<file path="src/rtl/scan_decoder_pkg.sv">
// decoder_pkg: FSM state type, mode encodings and the one-hot helper shared
// by the scan_decoder slice.
package decoder_pkg;

   typedef enum logic [1:0] {IDLE, DIRECT, SCAN, BLANK} state_t;

   localparam logic MODE_DIRECT = 1'b0;
   localparam logic MODE_SCAN   = 1'b1;

   // Widest select the helper supports; callers cast their select up to this.
   localparam int unsigned ONEHOT_MAX_SEL_W = 6;

   function automatic logic [(1 << ONEHOT_MAX_SEL_W)-1:0] onehot(
      input logic [ONEHOT_MAX_SEL_W-1:0] sel
   );
      logic [(1 << ONEHOT_MAX_SEL_W)-1:0] v;
      v = '0;
      v[0] = 1'b1;
      return v << sel;
   endfunction

endpackage

</file>
<file path="src/rtl/scan_decoder_if.sv">
// scan_decoder_if: control inputs and strobe outputs of scan_decoder.
// master drives the controls (board logic / bench), slave is the decoder.
interface scan_decoder_if #(
   parameter int SEL_W   = 2,
   parameter int DWELL_W = 8
);
   localparam int OUT_N = 1 << SEL_W;

   logic               en;
   logic               mode;
   logic [SEL_W-1:0]   a;
   logic               load;
   logic [DWELL_W-1:0] dwell;
   logic [OUT_N-1:0]   b;
   logic [SEL_W-1:0]   idx;
   logic               wrap;

   modport master (
      output en, mode, a, load, dwell,
      input  b, idx, wrap
   );

   modport slave (
      input  en, mode, a, load, dwell,
      output b, idx, wrap
   );
endinterface

</file>
<file path="src/rtl/scan_decoder_onehot_decode.sv">
// onehot_decode: combinational select -> one-hot decode with enable;
// all-zero output when disabled.
module onehot_decode
   import decoder_pkg::*;
#(
   parameter int SEL_W = 2
) (
   input  logic                    i_en,
   input  logic [SEL_W-1:0]        i_sel,
   output logic [(1 << SEL_W)-1:0] o_y
);
   localparam int OUT_N = 1 << SEL_W;

   always_comb begin
      o_y = '0;
      if (i_en) begin
         o_y = OUT_N'(onehot(ONEHOT_MAX_SEL_W'(i_sel)));
      end
   end
endmodule

</file>
<file path="src/rtl/scan_decoder.sv">
// scan_decoder: registered N-to-2^N one-hot decoder with DIRECT and SCAN modes.
// Define SCAN_DECODER_BLANK_EN to insert a 1-cycle blank between scanned lines.
module scan_decoder
   import decoder_pkg::*;
#(
   parameter int SEL_W   = 2,
   parameter int DWELL_W = 8
) (
   input logic          clk,
   input logic          rst_n,
   scan_decoder_if.slave bus
);
   localparam int OUT_N = 1 << SEL_W;
   localparam logic [SEL_W-1:0] LAST_IDX = '1;

   state_t             r_state, w_state_nxt;
   logic [DWELL_W-1:0] r_cnt,   w_cnt_nxt;
   logic [SEL_W-1:0]   r_idx,   w_idx_nxt;
   logic               r_wrap,  w_wrap_nxt;
   logic [OUT_N-1:0]   r_b,     w_b_nxt;
   logic               w_b_en;

   // b is always onehot(next idx) or blank, so one decoder feeds the register.
   onehot_decode #(.SEL_W(SEL_W)) u_dec (
      .i_en  (w_b_en),
      .i_sel (w_idx_nxt),
      .o_y   (w_b_nxt)
   );

   always_comb begin
      w_state_nxt = r_state;
      w_cnt_nxt   = r_cnt;
      w_idx_nxt   = r_idx;
      w_wrap_nxt  = 1'b0;
      w_b_en      = 1'b0;
      if (!bus.en) begin
         w_state_nxt = IDLE;
         w_cnt_nxt   = '0;
      end else if (bus.mode == MODE_DIRECT) begin
         w_state_nxt = DIRECT;
         w_cnt_nxt   = '0;
         w_b_en      = 1'b1;
         if (r_state != DIRECT || bus.load) begin
            w_idx_nxt = bus.a;
         end
      end else begin
         w_b_en = 1'b1;
         case (r_state)
            IDLE: begin
               w_state_nxt = SCAN;
               w_idx_nxt   = '0;
               w_cnt_nxt   = '0;
            end
            DIRECT: begin
               w_state_nxt = SCAN;
               w_cnt_nxt   = '0;
            end
            SCAN: begin
               if (r_cnt != bus.dwell) begin
                  w_cnt_nxt = r_cnt + 1'b1;
               end else begin
                  w_cnt_nxt = '0;
`ifdef SCAN_DECODER_BLANK_EN
                  w_state_nxt = BLANK;
                  w_b_en      = 1'b0;
`else
                  w_idx_nxt  = r_idx + 1'b1;
                  w_wrap_nxt = (r_idx == LAST_IDX);
`endif
               end
            end
            BLANK: begin
               w_state_nxt = SCAN;
               w_idx_nxt   = r_idx + 1'b1;
               w_wrap_nxt  = (r_idx == LAST_IDX);
            end
            default: begin
               w_state_nxt = IDLE;
               w_b_en      = 1'b0;
            end
         endcase
      end
   end

   always_ff @(posedge clk or negedge rst_n) begin
      if (!rst_n) begin
         r_state <= IDLE;
         r_cnt   <= '0;
         r_idx   <= '0;
         r_wrap  <= 1'b0;
         r_b     <= '0;
      end else begin
         r_state <= w_state_nxt;
         r_cnt   <= w_cnt_nxt;
         r_idx   <= w_idx_nxt;
         r_wrap  <= w_wrap_nxt;
         r_b     <= w_b_nxt;
      end
   end

   assign bus.b    = r_b;
   assign bus.idx  = r_idx;
   assign bus.wrap = r_wrap;
endmodule

</file>
<file path="src/flat_wrapper.sv">
// flat-port wrapper written by rule: the top's interface ports become plain ports
module scan_decoder_flat import decoder_pkg::*;
#(
   parameter int SEL_W   = 2,
   parameter int DWELL_W = 8
)
  (clk, rst_n, bus_en, bus_mode, bus_a, bus_load, bus_dwell, bus_b, bus_idx, bus_wrap);
  scan_decoder_if #(.SEL_W(SEL_W), .DWELL_W(DWELL_W)) bus_i ();
  input logic clk;
  input logic rst_n;
  input wire logic [$bits(bus_i.en)-1:0] bus_en;
  input wire logic [$bits(bus_i.mode)-1:0] bus_mode;
  input wire logic [$bits(bus_i.a)-1:0] bus_a;
  input wire logic [$bits(bus_i.load)-1:0] bus_load;
  input wire logic [$bits(bus_i.dwell)-1:0] bus_dwell;
  output wire logic [$bits(bus_i.b)-1:0] bus_b;
  output wire logic [$bits(bus_i.idx)-1:0] bus_idx;
  output wire logic [$bits(bus_i.wrap)-1:0] bus_wrap;
  assign bus_i.en = bus_en;
  assign bus_i.mode = bus_mode;
  assign bus_i.a = bus_a;
  assign bus_i.load = bus_load;
  assign bus_i.dwell = bus_dwell;
  assign bus_b = bus_i.b;
  assign bus_idx = bus_i.idx;
  assign bus_wrap = bus_i.wrap;
  scan_decoder #(.SEL_W(SEL_W), .DWELL_W(DWELL_W)) u_core (.clk(clk), .rst_n(rst_n), .bus(bus_i));
endmodule
</file>
<file path="config.mk">
export PLATFORM = sky130hd
export DESIGN_NAME = scan_decoder_flat
export DESIGN_NICKNAME = d
export VERILOG_FILES = /design/src/rtl/scan_decoder_pkg.sv /design/src/rtl/scan_decoder_if.sv /design/src/rtl/scan_decoder_onehot_decode.sv /design/src/rtl/scan_decoder.sv /design/src/flat_wrapper.sv
export SDC_FILE = /design/constraint.sdc
export NUM_CORES = 1
export LEC_CHECK = 0
export ABC_AREA = 1
export BUFFER_PORTS_ARGS = -buffer_cell sky130_fd_sc_hd__buf_2
export CORE_MARGIN = 5
export CORE_UTILIZATION = 57
export CTS_CLUSTER_SIZE = 16
export DETAILED_ROUTE_END_ITERATION = 6
export PLACE_DENSITY_LB_ADDON = 0.3
export REMOVE_ABC_BUFFERS = 1
export SLEW_MARGIN = 0
export SYNTH_ARGS = -nofsm -noshare
export SYNTH_HDL_FRONTEND = slang
export SYNTH_SLANG_ARGS = --single-unit
</file>
<file path="constraint.sdc">
create_clock -name clk -period 2.6 [get_ports clk]
set_clock_uncertainty 0.2 [all_clocks]
set_input_delay 0.26 -clock clk [delete_from_list [all_inputs] [get_ports clk]]
set_output_delay 0.26 -clock clk [all_outputs]
set_load 0.02 [all_outputs]
</file>
Word level (Yosys, flattened, before mapping)
Index checks and enable logic that the tools add are counted.
Widths: inputs -> output; s select.
- bits in registers: 17
- bits of input ports: 15
- output and inout port bits: 7
- word-level logic and storage cells: 38
- $add $sub $neg: 2
- equality and inequality tests: 8
- shift-type cells: 1
- mux-type cells: 18
- reductions and logical operators: 4
- operator list (operator ; number):
    $mux 8 ; 3
    $pmux 8 s2 ; 1
    $mux 2 ; 7
    $add 8x1->8 const B ; 1
    $ne 8x8->1 ; 1
    $eq 2x2->1 const B ; 3
    $pmux 2 s3 ; 1
    $mux 1 ; 4
    $mux 4 ; 1
    $ne 4x3->1 const B ; 1
    $shl 1x2->4 const A ; 1
    $ne 3x3->1 const B ; 1
    $reduce_or 3->1 ; 1
    $add 2x1->2 const B ; 1
    $eq 2x1->1 const B ; 1
    $logic_not 2->1 ; 1
    $ne 2x1->1 const B ; 1
    $pmux 1 s2 ; 1
    $reduce_or 2->1 ; 1
    $logic_or 1x1->1 ; 1

Depth between registers and ports, before layout
Gate-level depths: netlist of run 1.
- depth in word-level cells: 7
- depth in mapped cells: 13
- mapped depth without buffers: 13

By module
A second synthesis of run 1 with hierarchy kept.
- cells, all modules: 134
- area total of the unflattened synthesis: 984.7 um2
- modules (own cells, without submodules) (module ; times used ; cells an instance ; area an instance (um2) ; sequential area each (um2)):
    scan_decoder ; 1 ; 126 ; 954.7 ; 425.4
    onehot_decode ; 1 ; 8 ; 30.0 ; 0.0

Least setup slack after synthesis of run 1
OpenSTA, ideal clock, no wires.
- path kind: flip-flop to flip-flop
- from: register u_core.r_cnt[4]
- to: register u_core.r_b[1], in the netlist u_core.bus.b[1]
- setup time: 0.116 ns
- arrival: 1.194 ns
- data required time: 2.284 ns
- slack: 1.089 ns
- stages on the path, launching flop included: 13
- buffers on the path: 0
- clock period less this slack: 1.511 ns
- cell sequence: dfrtp_1 -> inv_1 -> nand2_1 -> nand2_1 -> nand2_2 -> nor2_2 -> nand2_2 -> nand2_4 -> nand3_2 -> nand3_2 -> nand2_2 -> nand2_2 -> nor2_2
- longest elaborated chain between the ends: 7
- ends and longest elaborated chain (element ; RTL line ; RTL):
    start, declared ; scan_decoder.sv:17 ; logic [DWELL_W-1:0] r_cnt, w_cnt_nxt;
    start signal, assigned ; scan_decoder.sv:94 ; r_cnt <= w_cnt_nxt;
    $ne 8x8->1 ; scan_decoder.sv:59 ; if (r_cnt != bus.dwell) begin
    $mux 2 ; scan_decoder.sv:59 ;
    $pmux 2 s3 ; scan_decoder.sv:48 ; case (r_state)
    $mux 2 ; scan_decoder.sv:39 ; end else if (bus.mode == MODE_DIRECT) begin
    $mux 2 ; scan_decoder.sv:36 ; if (!bus.en) begin
    net u_core.u_dec.i_sel[0] ; scan_decoder_onehot_decode.sv:9 ; input logic [SEL_W-1:0] i_sel,
    $shl 1x2->4 ; scan_decoder_pkg.sv:19 ; return v << sel;
    $mux 4 ; scan_decoder_onehot_decode.sv:16 ; if (i_en) begin
    net u_core.u_dec.o_y[1] ; scan_decoder_onehot_decode.sv:10 ; output logic [(1 << SEL_W)-1:0] o_y
    end signal, assigned ; scan_decoder.sv:97 ; r_b <= w_b_nxt;
    end, declared ; scan_decoder.sv:20 ; logic [OUT_N-1:0] r_b, w_b_nxt;
The timed path passes the listed nets, and every way through them passes these cells.
A chain may end at the register's enable or synchronous reset.

Worst setup path after layout of run 1
- from: input port bus_mode
- to: register u_core.r_cnt[7]
- longest elaborated chain between the ends: 2
- elaborated cells on any way between the ends: 3
- classes of those cells: eq/ne (1); mux (2)
- ends and longest elaborated chain (element ; RTL line ; RTL):
    start, declared ; flat_wrapper.sv:12 ; input wire logic [$bits(bus_i.mode)-1:0] bus_mode;
    $mux 8 ; scan_decoder.sv:39 ;
    $mux 8 ; scan_decoder.sv:36 ;
Several ways; a longest one is shown, not always the timed one.

==> results of run 1 <==
-- layer usage --
layer	GRT usage	share of wire	wire, µm	up-vias
li1	-	-	-	444
met1	0.203	0.42	852	407
met2	0.291	0.52	1070	25
met3	0.0256	0.044	90	6
met4	0.0851	0.016	32	0
met5	0	0	0	-
-- cell type report --
cell class,instances,area share
clock buffer,4,0.0219
inverter,21,0.0656
multi-input combinational,86,0.429
sequential,17,0.354
tap,25,0.0260
timing repair buffer,23,0.104
-- sequential cells by signal, indices dropped and copies added, names as in the netlist --
register,flops
u_core.r_cnt,8
u_core.bus.idx,2
u_core.bus.b,4
u_core.r_state,2
u_core.bus.wrap,1
-- through the flow --
stage / area [µm²] / util / power, mW
2_1_floorplan: 1020 / - / 0.384
3_3_place_gp: 1160 / 0.670 / 0.422
3_5_place_dp: 1160 / 0.670 / 0.427
4_1_cts: 1200 / 0.696 / 0.570
5_1_grt: 1200 / 0.696 / 0.598
6_report: 1200 / 0.696 / 0.563
-- worst paths after layout --
| kind | start | end | slack [ps] | depth (start not counted) |
|---|---|---|---|---|
| min reg2reg | u_core.r_cnt[7] | u_core.r_cnt[7] | 390 | 3 |
| min in group asynchronous | rst_n | u_core.r_cnt[2] | 210 | 2 |
| min | bus_en | u_core.bus.b[2] | 70 | 3 |
| max in group asynchronous | rst_n | u_core.r_cnt[1] | 1730 | 2 |
| max | bus_mode | u_core.r_cnt[7] | 830 | 11 |
| max reg2reg | u_core.r_cnt[0] | u_core.bus.b[1] | 870 | 13 |
-- power by group through the flow --
stage | clock network (mW) | registers, mW | logic, mW
6_report | 0.139 | 0.298 | 0.126
5_1_grt | 0.153 | 0.302 | 0.143
3_3_place_gp | 0 | 0.301 | 0.120
3_5_place_dp | 0 | 0.303 | 0.124
2_1_floorplan | 0 | 0.311 | 0.0729
4_1_cts | 0.144 | 0.298 | 0.127
-- cell families (layout without fill, tap and decap cells) --
group	Yosys count	in the layout
AOI/OAI and AO/OA	11	11
xor gates and xnor gates	6	6
adders and majority gates	2	2
buffers and inverters	22	48
DFF	17	17
and+or+nand+nor	67	67
-- cells in the final DEF, fill, tap and decap left out, drive strengths merged --
cell	n
nor2	17
ha	2
clkbuf	4
o21ai	4
nor4	2
nand4	1
xor2	1
buf	21
nand3b	1
dfrtp	17
nand2	34
a22oi	2
a21oi	3
xnor2	5
inv	21
dlygate4sd3	2
nand3	12
o22ai	2
-- critical path: cells and delay by family --
kind / cells / cell delay, ps
AND/OR/NAND/NOR: 9 / 880
buffers and inverters: 2 / 660
-- what timing repair did --
action,4_1_cts,5_1_grt
hold buffers,2,0
hold endpoints to repair,18,0
setup endpoints to repair,0,0
buffers inserted,0,0
resized for setup,0,0
==> metrics.yaml, run 1 <==
outcome: "completed"
cts.sinks: 17
worst_pin_slew_ps: 367
ant_nets: 0
path_clk_slew_ps: 90
place_ws_ps: 895
antenna_found_initial: 0
register_area_um2: 425
fin_hold_ws_ps: 67.1
portBuffers: 21
p_int_uw: 387
grt_pass1_wl_um: 3420
synth_common_cells: "nand2_1, dfrtp_1, inv_1, nor2_1"
synth_xor_xnor_area_share: 0.0510
synth_fa_ha_area_frac: 0.0243
synth_cells: 125
finalCritPeriodShare: 0.679
grt_usage: 0.169
synth_compound_area_frac: 0.0740
yosys.area.top_type_share: 0.413
netlist_area_mm2: 0.00103
num_io_pins: 22
syn_avg_cell_area_um2: 8.25
hp-class: "in2reg"
fin_ws_ps: 834
rsz0062_at_grt: "no"
dieHeight_um: 52.5
synth_seq_cells: 17
synthFlopType: "dfrtp_1"
async_flop_share: 1.00
core_area_mm2: 0.00173
synth.mux.area_fraction: 0
max_stage_delay_ps: 530
clock_path_buffers: 2
synth.distinct_cells: 24
path_cells: "dlygate4sd3_1, buf_2, nand2_1, nor2_2, nor4_4, nand3_2, nor2_1, nand2_1, nand2_1, nand2_1, nor2_1"
power_leakage_nw: 0.608
nFillCells: 154
dieWidth_um: 52.5
drv_slew: 0
crit_slowest_cell: "dlygate4sd3_1"
finalSetupTns_ps: 0
drc: 0
setup_viol: 0
fin_cells: 176
worstSetupStartpointType: "primary input"
p_switching_uw: 177
drt_iter0_drc: 23
cts_tree: "done"
grt_max_degree: 18
dr.pass1.iters: 4
hpwl_um: 1690
placed_cells: 170
place_congestion: 0.881
synth_edf_count: 0
yosys.area_share.simple: 0.351
path_max_fanout: 4
min_period_ps: 1770
hold_viol: 0
ys_warn_count: 0
cts_made_buffers: 3
criticalPathCategory: "in2reg"
diodes: 0
synth_top_family_by_area: "simple AND/OR/NAND/NOR gates"
multi_input_comb_area_um2: 515
cts-root-buf: "clkbuf_4"
synth.most_common_cell: "nand2_1"
layout-drive-gt1-share: 0.331
pwr-share-seq: 0.529
drt-total-wl_um: 2050
cts.htree.levels: 1
overflow: 0
viasPerCell: 5.01
dieArea_mm2: 0.00276
cp.arrival_ps: 1790
pwr-share-clk: 0.246
area_growth_pct: 16.6
grt_pass1_vias: 838
swShare: 0.314
crit_path_end_kind: "flip-flop"
crit_top_cell: "nand2_1"
crit_required_ps: 2620
maxCapViolCount: 0
clock_latency_ps: 280
nets: 169
seq_area_frac_synth: 0.413
synth_top_area_cell: "dfrtp_1"
ys_top_cells_by_area: "dfrtp_1, nand2_1, inv_1"
irDropWorstVdd_mv: 0.265
start_util: 0.597
power_density_mw_per_mm2: 468
wl_per_cell_um: 11.6
slew_headroom: 0.755
power_frac_comb: 0.224
max_freq_ghz: 0.566
rows: 15
vias: 882
Power figures use the tool's default switching activity.
==> inputs of run 2 (changes only) <==
Settings changed: CORE_UTILIZATION 57 to 53.
Clock period 2.6 ns to 1.63 ns, I/O delays scaled along.
==> run 2 against run 1 <==
Sequential power up 59%. Routed wire length up 24%. Register-to-register slack worse by 870 ps. Critical endpoint is now u_core.bus.b[1]. Largest power group unchanged. Cell count up 12%. Global-route usage up 2.5 points. Sequential share of layout area down 5.0 points. Critical path depth up 1. Critical path type is now reg2reg. First-iteration DRC count down 35%. Sequential cell count unchanged. Count of clock-buffer cells in the layout down 1.
==> metrics.yaml, run 2 (synthesis gave the netlist of run 1 again) <==
finalCritPeriodShare: 1.00
dr.pass1.iters: 4  # unchanged
crit_path_end_kind: "flip-flop"  # unchanged
hpwl_um: 1660  # was 1690 µm
p_switching_uw: 306  # was 177 µW
r2r-start: "u_core.r_cnt[1]"  # was u_core.r_cnt[0]
nets: 188  # was 169
power_density_mw_per_mm2: 676  # was 468 mW/mm²
drv_slew: 0  # unchanged
nFillCells: 139  # was 154
max_stage_delay_ps: 420  # was 530 ps
pwr-share-clk: 0.242  # was 0.246
crit_top_cell: "nand2_2"  # was nand2_1
wl_per_cell_um: 12.8  # was 11.6 µm
pwr-share-seq: 0.498  # was 0.529
grt_max_degree: 18  # unchanged
placed_cells: 176  # was 170
largest_reg_flops: 8  # unchanged
most-common-layout-cells: "nand2_1, buf_2, dfrtp_1"  # unchanged
clock_path_buffers: 2  # unchanged
layout-drive-gt1-share: 0.476  # was 0.331
path_clk_slew_ps: 100  # was 90 ps
hp-class: "in2reg"  # unchanged
worstSetupStartpointType: "flip-flop"  # was primary input
dieHeight_um: 54.1  # was 52.5 µm
cts_tree: "done"  # unchanged
cts_made_buffers: 3  # unchanged
cts.sinks: 17  # unchanged
grt_pass1_wl_um: 3960  # was 3420 µm
finalSetupTns_ps: 0  # unchanged
top_register: "u_core.r_cnt"  # unchanged
core_area_mm2: 0.00190  # was 0.00173 mm²
num_io_pins: 22  # unchanged
portBuffers: 21  # unchanged
placed_area_mm2: 0.00119  # was 0.00116 mm²
worst_pin_slew_ps: 389  # was 367 ps
diodes: 0  # unchanged
overflow: 0  # unchanged
cts.htree.levels: 1  # unchanged
dieWidth_um: 54.1  # was 52.5 µm
finalPower_uw: 950  # was 563 µW
power_leakage_nw: 0.709  # was 0.608 nW
grt_usage: 0.194  # was 0.169
min_period_ps: 1630
vias: 955  # was 882
crit_slowest_cell: "dfrtp_1"  # was dlygate4sd3_1
ant_nets: 0  # unchanged
area_growth_pct: 36.4  # was 16.6%
place_congestion: 0.841  # was 0.881
hp-start: "bus_en"  # unchanged
cp.arrival_ps: 1630  # was 1790 ps
crit_required_ps: 1630  # was 2620 ps
max_freq_ghz: 0.614
antenna_found_initial: 0  # unchanged
final_util: 0.739  # was 0.696
p_int_uw: 644  # was 387 µW
hold_viol: 0  # unchanged
clock_latency_ps: 300  # was 280 ps
drc: 0  # unchanged
final_cell_area_mm2: 0.00141  # was 0.00120 mm²
setup_viol: 0  # unchanged
path_cells: "inv_2, nand2_2, nand2_2, nand2_2, nor2_1, nand3_1, nand3_1, nand3_2, nand2_4, inv_2, nand2_2, nor2_2"  # was dlygate4sd3_1, buf_2, nand2_1, nor2_2, nor4_4, nand3_2, nor2_1, nand2_1, nand2_1, nand2_1, nor2_1
start_util: 0.542  # was 0.597
crit_start: "u_core.r_cnt[1]"  # was bus_mode
worst-path-buf-inv: 2  # unchanged
rows: 16  # was 15
drt-total-wl_um: 2530  # was 2050 µm
fin_cells: 197  # was 176
maxCapViolCount: 0  # unchanged
cts-root-buf: "clkbuf_4"  # unchanged
criticalPathCategory: "reg2reg"  # was in2reg
irDropWorstVdd_mv: 0.509  # was 0.265 mV
dieArea_mm2: 0.00293  # was 0.00276 mm²
grt_pass1_vias: 963  # was 838
path_max_fanout: 4  # unchanged
swShare: 0.322  # was 0.314
viasPerCell: 4.85  # was 5.01
slew_headroom: 0.741  # was 0.755
rsz0062_at_grt: "yes"  # was no
drt_iter0_drc: 15  # was 23
outcome: "completed"  # unchanged
power_frac_comb: 0.260  # was 0.224
path_delay_family: "simple AND/OR/NAND/NOR gates"  # unchanged
==> run 2: cell types whose count changed in the layout (fill, tap and decap cells not counted), sizes merged <==
cell / previous run / this run
clkbuf: 4 / 3
dlygate4sd3: 2 / 7
buf: 21 / 35
clkinv: 0 / 1
==> run 2: power groups by stage <==
stage | Clock [mW] | Sequential, mW | Combinational, mW
2_1_floorplan | 0 | 0.496 | 0.116
3_3_place_gp | 0 | 0.481 | 0.197
3_5_place_dp | 0 | 0.481 | 0.201
4_1_cts | 0.240 | 0.474 | 0.227
5_1_grt | 0.260 | 0.478 | 0.272
6_report | 0.230 | 0.473 | 0.247
==> run 2: final timing paths <==
kind | end | slack, ps | cells past startpoint
max | u_core.bus.b[1] | 0.8 | 12
min | u_core.r_state[1] | 70 | 3
max reg2reg | u_core.bus.b[1] | 0.8 | 12
min reg2reg | u_core.r_cnt[5] | 380 | 2
max in group asynchronous | u_core.r_cnt[2] | 820 | 2
min in group asynchronous | u_core.r_cnt[5] | 110 | 2
==> run 2: layer usage <==
metal,track usage,wire length [µm]
met1,0.213,989
met2,0.345,1320
met3,0.0332,114
met4,0.116,108
met5,0,0
==> run 2: tightest hold or removal path, delay by kind of cell <==
kind,cells,cell delay [ps]
simple gates,1,110
buf+inv,2,230
==> run 2: cell type report <==
class / instances / area (µm²) / share of cell area
sequential: 17 / 427 / 0.303
multi-input combinational: 86 / 559 / 0.398
clock buffer: 3 / 22.5 / 0.0160
timing repair buffer: 42 / 280 / 0.199
tap: 27 / 33.8 / 0.0240
clock inverter: 1 / 5.00 / 0.00356
inverter: 21 / 78.8 / 0.0560
==> run 2: metrics by stage <==
stage | setup WS, ps | hold WS, ps
after CTS | 7.45 | 68.1
after global placement | 26.2 | -90.9
final | 0.792 | 73.1
after global routing | -119 | 114
after floorplan | 114 | -333
after detailed placement | 8.30 | -87.5
==> run 2: timing repair <==
item	CTS	global route
pin swaps	0	7
resized for setup	0	16
endpoints found under the setup margin	1	12
hold buffers	7	0
setup buffers	1	9
hold endpoints to repair	24	0
gates cloned	0	0
